$ cat src/rtl/frame_dump_ctrl.sv
// Frame-buffer dump controller: streams WIDTH x HEIGHT 32-bit words MSB-first to the UART on a button press.
// Optional header (0xA5, 0x5A, dump_seq) enabled by defining FRAME_DUMP_HEADER_EN.
module frame_dump_ctrl #(
    parameter int unsigned WIDTH         = 40,
    parameter int unsigned HEIGHT        = 30,
    parameter int unsigned X_BITS        = 6,
    parameter int unsigned Y_BITS        = 5,
    parameter int unsigned HOLDOFF_BITS  = 13,
    parameter int unsigned DEBOUNCE_BITS = 14
) (
    input  logic              clk,
    input  logic              areset_n,
    input  logic              trigger,
    output logic [X_BITS-1:0] read_x,
    output logic [Y_BITS-1:0] read_y,
    input  logic [31:0]       read_q,
    input  logic              uart_busy,
    output logic              uart_write,
    output logic [7:0]        uart_data,
    output logic              busy,
    output logic              frame_done
);

    typedef enum logic [2:0] {
        S_IDLE, S_HDR, S_FETCH, S_LATCH, S_SEND, S_NEXT, S_DONE
    } state_t;

    localparam logic [X_BITS-1:0] X_LAST = X_BITS'(WIDTH - 1);
    localparam logic [Y_BITS-1:0] Y_LAST = Y_BITS'(HEIGHT - 1);

    state_t                   state;
    logic                     trig_m, trig_s;
    logic [DEBOUNCE_BITS-1:0] deb;
    logic [HOLDOFF_BITS-1:0]  hold;
    logic [1:0]               z;
    logic [31:0]              word;
    logic [7:0]               byte_sel;
    logic                     can_send;
`ifdef FRAME_DUMP_HEADER_EN
    logic [1:0]               hdr_cnt;
    logic [7:0]               dump_seq;
    logic [7:0]               hdr_byte;
`endif

    always_ff @(posedge clk or negedge areset_n) begin
        if (!areset_n) begin
            trig_m <= 1'b0;
            trig_s <= 1'b0;
        end else begin
            trig_m <= trigger;
            trig_s <= trig_m;
        end
    end

    always_ff @(posedge clk or negedge areset_n) begin
        if (!areset_n)
            deb <= '0;
        else if (trig_s)
            deb <= '0;
        else if (deb != '1)
            deb <= deb + DEBOUNCE_BITS'(1);
    end

    always_ff @(posedge clk or negedge areset_n) begin
        if (!areset_n)
            hold <= '0;
        else if (uart_busy || uart_write)
            hold <= '0;
        else if (hold != '1)
            hold <= hold + HOLDOFF_BITS'(1);
    end

    // uart_write is included so back-to-back header bytes cannot fire before uart_busy rises
    assign can_send = (hold == '1) && !uart_busy && !uart_write;

    always_comb begin
        byte_sel = word[7:0];
        case (z)
            2'd0:    byte_sel = word[31:24];
            2'd1:    byte_sel = word[23:16];
            2'd2:    byte_sel = word[15:8];
            default: byte_sel = word[7:0];
        endcase
    end

`ifdef FRAME_DUMP_HEADER_EN
    always_comb begin
        hdr_byte = dump_seq;
        case (hdr_cnt)
            2'd0:    hdr_byte = 8'hA5;
            2'd1:    hdr_byte = 8'h5A;
            default: hdr_byte = dump_seq;
        endcase
    end
`endif

    always_ff @(posedge clk or negedge areset_n) begin
        if (!areset_n) begin
            state      <= S_IDLE;
            read_x     <= '0;
            read_y     <= '0;
            z          <= '0;
            word       <= '0;
            uart_write <= 1'b0;
            uart_data  <= '0;
            busy       <= 1'b0;
            frame_done <= 1'b0;
`ifdef FRAME_DUMP_HEADER_EN
            hdr_cnt    <= '0;
            dump_seq   <= '0;
`endif
        end else begin
            uart_write <= 1'b0;
            frame_done <= 1'b0;
            case (state)
                S_IDLE: begin
                    if (trig_s && deb == '1) begin
                        read_x <= '0;
                        read_y <= '0;
                        z      <= '0;
                        busy   <= 1'b1;
`ifdef FRAME_DUMP_HEADER_EN
                        hdr_cnt <= '0;
                        state   <= S_HDR;
`else
                        state   <= S_FETCH;
`endif
                    end
                end
`ifdef FRAME_DUMP_HEADER_EN
                S_HDR: begin
                    if (can_send) begin
                        uart_write <= 1'b1;
                        uart_data  <= hdr_byte;
                        if (hdr_cnt == 2'd2)
                            state <= S_FETCH;
                        else
                            hdr_cnt <= hdr_cnt + 2'd1;
                    end
                end
`endif
                S_FETCH: state <= S_LATCH;
                S_LATCH: begin
                    word  <= read_q;
                    state <= S_SEND;
                end
                S_SEND: begin
                    if (can_send) begin
                        uart_write <= 1'b1;
                        uart_data  <= byte_sel;
                        state      <= S_NEXT;
                    end
                end
                S_NEXT: begin
                    if (z != 2'd3) begin
                        z     <= z + 2'd1;
                        state <= S_SEND;
                    end else begin
                        z <= '0;
                        if (read_x != X_LAST) begin
                            read_x <= read_x + X_BITS'(1);
                            state  <= S_FETCH;
                        end else if (read_y != Y_LAST) begin
                            read_x <= '0;
                            read_y <= read_y + Y_BITS'(1);
                            state  <= S_FETCH;
                        end else begin
                            // frame_done is raised here so it is visible during the DONE cycle
                            frame_done <= 1'b1;
                            state      <= S_DONE;
                        end
                    end
                end
                S_DONE: begin
                    busy   <= 1'b0;
                    read_x <= '0;
                    read_y <= '0;
`ifdef FRAME_DUMP_HEADER_EN
                    dump_seq <= dump_seq + 8'd1;
`endif
                    state  <= S_IDLE;
                end
                default: state <= S_IDLE;
            endcase
        end
    end

endmodule

$ cat config.mk
export PLATFORM = sky130hd
export DESIGN_NAME = frame_dump_ctrl
export DESIGN_NICKNAME = d
export VERILOG_FILES = /design/src/rtl/frame_dump_ctrl.sv
export SDC_FILE = /design/constraint.sdc
export NUM_CORES = 1
export LEC_CHECK = 0
export ABC_AREA = 1
export BUFFER_PORTS_ARGS = -buffer_cell sky130_fd_sc_hd__buf_2
export CORE_ASPECT_RATIO = 1.75
export CORE_UTILIZATION = 52
export DETAILED_ROUTE_END_ITERATION = 8
export PLACE_DENSITY_LB_ADDON = 0.1
export SYNTH_ARGS = -nofsm -noshare
export SYNTH_HDL_FRONTEND = slang
export SYNTH_SLANG_ARGS = --single-unit
$ cat constraint.sdc
create_clock -name clk -period 1.56 [get_ports clk]
set_input_delay 0.234 -clock clk [delete_from_list [all_inputs] [get_ports clk]]
set_output_delay 0.234 -clock clk [all_outputs]
set_load 0.02 [all_outputs]
Word-level counts from Yosys, hierarchy flattened
Index checks and enable logic that the tools add are counted.
{ "totals": {"reg_bits": 88, "input_bits": 36, "output_inout_bits": 22, "word_cells": 89} }
{ "classes": {"add_sub_neg": 5, "eq_ne": 20, "muxes": 32, "n_reduce_logical": 19} }
{ "op_table": {"columns": ["operator", "n"], "rows": [
  ["$mux 14", 2],
  ["$mux 13", 2],
  ["$mux 6", 4],
  ["$pmux 8 s3", 1],
  ["$mux 5", 4],
  ["$pmux 6 s3", 1],
  ["$mux 3", 5],
  ["$pmux 3 s5", 1],
  ["$pmux 5 s3", 1],
  ["$add 14x1->14 const B", 1],
  ["$eq 14x14->1 const B", 1],
  ["$ne 14x14->1 const B", 1],
  ["$add 13x1->13 const B", 1],
  ["$eq 13x13->1 const B", 1],
  ["$ne 13x13->1 const B", 1],
  ["$ne 2x2->1 const B", 6],
  ["$eq 3x3->1 const B", 3],
  ["$reduce_and 2->1", 4],
  ["$reduce_bool 2->1", 4],
  ["$mux 1", 7],
  ["$add 6x1->6 const B", 1],
  ["$eq 3x2->1 const B", 2],
  ["$ne 6x6->1 const B", 1],
  ["$add 5x1->5 const B", 1],
  ["other kinds (16)", 20]
]} }

Logic depth before layout (Yosys ltp)
{ "logic_depth": {"ltp_word": 5, "depth_mapped": 10, "depth_no_buf": 10} }

Least setup slack after synthesis
Ideal clock, no wire load.
{ "synth_path": {"path_kind": "reg2reg", "startpoint": "register read_x[0]", "endpoint": "register read_y[2]", "setup_ns": 0.118, "arrival_time_ns": 1.516, "required_time_ns": 1.442, "path_slack_ns": -0.074, "path_stages_with_launch": 11, "path_buffers": 0, "period_less_slack_ns": 1.634, "cell_sequence": "dfrtp_1 -> ha_1 -> nand2_1 -> clkinv_1 -> nand3_1 -> nand2_2 -> nand2_1 -> nor2_4 -> nand2_2 -> nand2_1 -> nand2_1"} }
{ "synth_between": {"elab_chain_cells": 3} }
{ "synth_rtl": {"columns": ["element", "line", "rtl"], "rows": [
  ["start: declaration", "14", "output logic [X_BITS-1:0] read_x,"],
  ["start signal: assignment", "161", "read_x <= read_x + X_BITS'(1);"],
  ["$ne 6x6->1", "160", "if (read_x != X_LAST) begin"],
  ["$ne 2x2->1 (no line)", null, null],
  ["$reduce_and 5->1 (no line)", null, null],
  ["end signal: assignment", "165", "read_y <= read_y + Y_BITS'(1);"],
  ["end: declaration", "15", "output logic [Y_BITS-1:0] read_y,"]
]} }
No other way between the ends.
A chain may end at the register's enable or synchronous reset.

Worst setup path after layout
{ "layout_path": {"startpoint": "register read_x[1]", "endpoint": "register read_y[1]"} }
The elaborated chain is that of the path after synthesis.

==> metrics.sh <==
STATUS='complete, no violations'
CTS_ROOT_BUF='sky130_fd_sc_hd__clkbuf_16'
YOSYSMOSTFREQUENTCELL='sky130_fd_sc_hd__nand2_1'
DETAIL_ROUTE.FIRST_PASS.ITERATIONS=4
SYN-NUM-NETS=636
CP_DATA_ARRIVAL_TIME_NS=1.79
SYNTHESIS.AREA_UM2=4530
FIRST_ITER_VIOLATIONS=225
PLACE.PORT_BUFFERS=57
CP-START-KIND='flip-flop'
CLKTRANSATPATHREGS_NS=0.06
HOLD_VIOL=0
CTS_MADE_BUFFERS=9
TOTAL_POWER_mW=4.43
FINCLKSKEW_NS=0.00501
ROUTED_WIRE_LENGTH_PER_INSTANCE_UM=13.0
DETAIL_ROUTE.VIAS_PER_CELL=5.10
ACHIEVABLE-FREQUENCY_MHz=657
FRACTION_OF_FINAL_LAYOUT_CELLS_SIZED_BEYOND_DRIVE_STRENGTH_1_PCT=21.3
REMAINING_MAX_SLEW_BUDGET_AT_THE_TIGHTEST_PIN_PCT=72.1
GRT_PASS1_WL_UM=17100
POWER_DENSITY_nW_PER_UM2=798
GLOBAL_ROUTE.PEAK_USAGE_LAYER='met2'
CTS-ROOT-TO-SINK-BUFFERS=2
ROUTED-VIA-COUNT=4052
GRT.MET3_USAGE_PCT=3.14
REGISTER_AREA_SHARE_AFTER_SYNTHESIS_PCT=48.6
HOLDCRITPATHCLASS='input pin to flip-flop'
PLACEMENT.CELL_AREA_UM2=5100
HTREE_NUM_LEVELS=3
TIMING_WORST_SETUP_PATH_TYPE='flip-flop to flip-flop'
FINALWEIGHTEDCONGESTION=0.858
RSZ0062_AT_GRT='yes'
ANT_NETS=0
ANTENNA_CELLS=0
VDD.IR_DROP.WORST_mV=0.601
DETAIL_ROUTE.WIRELENGTH_UM=10300
SYN-INSTANCE-COUNT=590
LAYOUT-AREA-OVERHEAD-VS-SYNTH_PCT=22.5
CTS_TREE='yes'
SYNTH.CELLS.MOST_FREQUENT='228 x sky130_fd_sc_hd__nand2_1, 88 x sky130_fd_sc_hd__dfrtp_1, 62 x sky130_fd_sc_hd__nand3_1'
DIE_X_UM=72.6
IOS=58
WORSTSETUPENDPOINTTYPE='flip-flop'
FP.DIEAREA_UM2=9110
CLKSINKCOUNT=88
GLOBALROUTEMET1UTIL_PCT=28.8
FINAL_CORE_UTIL_PCT=66.4
STANDBY_LEAKAGE_POWER_nW=2.78
SYNTH_SEQ_CELLS=88
START_UTIL_PCT=54.2
MIN_PERIOD_OVER_PERIOD_PCT=97.6
REPORT.FINAL.SLEW_VIOL_COUNT=0
TIGHTESTPINTRANSITION_NS=0.415
SEQ_AREA_UM2=2210
MULTIINPUTGATEAREA_UM2=2160
PLACEDCELLCOUNT=768
GRT_OVERFLOW_TOTAL=0
NUMBER_OF_ANTENNA_VIOLATIONS_AT_THE_FIRST_CHECK_IN_GLOBAL_ROUTING=0
YOSYSTOPAREACELLSHARE_PCT=48.6
MAXCAPVIOLCOUNT=0
DIE_H_UM=126
NUMBER_OF_SYNTHESIZED_FLOPS_WITH_AN_ENABLE_PIN=0
SYNTHDOMINANTAREACELLTYPE='sky130_fd_sc_hd__dfrtp_1'
CORE-AREA_UM2=8370
GRT.TOTAL_USAGE_PCT=24.0
POSTLAYOUTCELLAREA_UM2=5550
WORST-PATH-MAX-FANOUT=4
LAYOUT_MIN_CYCLE_TIME_NS=1.52
SYNTHARSTFLOPSHARE_PCT=100
NFILLCELLS=778
POST_SYNTH_NUM_CELL_TYPES=35
PLACEMENTROWS=44
LAYOUT.NETS=721
SYN-MEAN-INSTANCE-AREA_UM2=7.69
DETAIL_ROUTE.DRC_VIOLATIONS=0
PLACE_HPWL_UM=7610
MOST_FREQUENTLY_USED_FLOP_MASTER_AFTER_SYNTHESIS='sky130_fd_sc_hd__dfrtp_1'
SYNTH.TOP_CELLS.BY_AREA='sky130_fd_sc_hd__dfrtp_1 49%, sky130_fd_sc_hd__nand2_1 19%, sky130_fd_sc_hd__nand3_1 6.8%'
GRT_PASS1_VIAS=3849
GRT_START_MAX_NET_PINS=34
GR-USAGE-MET2_PCT=42.6
FINAL_NUMBER_OF_SETUP_VIOLATING_ENDPOINTS=0
FINAL-INSTANCE-COUNT-EXCL-FILL=795
CLK-INSERTION-DELAY-LATE_NS=0.34
YOSYSWARNINGCOUNT=0
CRIT_REQUIRED_NS=1.83
TIMING.REG2REG.SETUP_SLACK_NS=0.04
-- kinds of logic (layout without fill, tap and decap cells) --
logic type	after synthesis	in the layout	synth area share, %
compound gates	37	37	4.66
xor+xnor	5	5	0.966
fa+ha+maj	10	10	2.76
buf+inv	63	153	5.66
flops	88	88	48.6
simple gates	387	387	37.4
-- repair_timing --
action,in CTS,in global routing
setup endpoints to repair,0,37
hold buffers,2,0
buffers inserted,0,9
hold endpoints to repair,25,0
resized for setup,0,22
-- worst paths after layout --
kind / from / to / cells past startpoint
max: read_x[1]$_DFFE_PN0P_ / read_y[1]$_DFFE_PN0P_ / 10
min: read_q[13] / word[13]$_DFFE_PN0P_ / 3
max reg2reg: read_x[1]$_DFFE_PN0P_ / read_y[1]$_DFFE_PN0P_ / 10
min reg2reg: trig_m$_DFF_PN0_ / trig_s$_DFF_PN0_ / 0
max in group asynchronous: areset_n / read_x[0]$_DFFE_PN0P_ / 3
min in group asynchronous: areset_n / deb[5]$_DFFE_PN0P_ / 2
-- critical path: stages (launching register included) --
cell and delay [ns]:
sky130_fd_sc_hd__dfrtp_2 0.39, sky130_fd_sc_hd__ha_2 0.20, sky130_fd_sc_hd__nand2_2 0.06, sky130_fd_sc_hd__inv_2 0.09
sky130_fd_sc_hd__nand3_4 0.09, sky130_fd_sc_hd__nand2_2 0.11, sky130_fd_sc_hd__nand2_1 0.08, sky130_fd_sc_hd__nor2_4 0.17
sky130_fd_sc_hd__buf_4 0.14, sky130_fd_sc_hd__nand3_1 0.07, sky130_fd_sc_hd__nand2_1 0.07
-- sequential cells by signal, indices dropped and copies added, names as in the netlist --
register,cells
word,32
deb,14
hold,13
uart_data,8
read_x,6
read_y,5
state,3
z,2
busy,1
frame_done,1
trig_m,1
trig_s,1
uart_write,1
-- cell type report --
| type | count | area share, % |
|---|---|---|
| clock inverter | 3 | 0.315 |
| tap | 115 | 2.59 |
| clock buffer | 13 | 4.51 |
| inverter | 47 | 3.20 |
| timing repair buffer | 90 | 10.7 |
| sequential | 88 | 39.7 |
| multi-input combinational | 439 | 39.0 |
-- stage by stage --
stage	TNS, ns	hold WS (ns)	worst slack, ns
CTS	0	0.0872	0.00823
global placement	0	0.184	0.0740
global route	-0.280	0.101	-0.0400
floorplan	0	-0.0616	0.0253
detailed placement	0	0.187	0.0134
finish	0	0.0955	0.0382
-- metal layers --
layer	up-vias	share of wire, %
li1	2054	-
met1	1899	41
met2	82	55
met3	17	2.4
met4	0	2.2
met5	-	0
-- power by group --
group	total [mW]	leakage (nW)	switching, mW	internal, mW
Clock	1.94	0.130	0.824	1.12
Sequential	2.31	1.05	0.0151	2.30
Combinational	0.176	1.60	0.103	0.0736
Total	4.43	2.78	0.942	3.49
-- cell usage in the layout, fill, tap and decap left out, drive strengths merged, types with 2 or more instances in the layout --
cell	Yosys	layout
a21oi	11	11
a31oi	10	10
buf	10	88
clkbuf	6	13
clkinv	2	3
dfrtp	88	88
dlygate4sd3	0	2
ha	10	10
inv	45	46
nand2	236	236
nand3	64	64
nand3b	3	3
nand4	10	10
nor2	63	63
nor3	7	7
o21ai	10	10
o21bai	2	2
o31ai	2	2
or2	3	3
xnor2	2	2
xor2	3	3
Note: power is estimated with default switching activity, not from simulation.
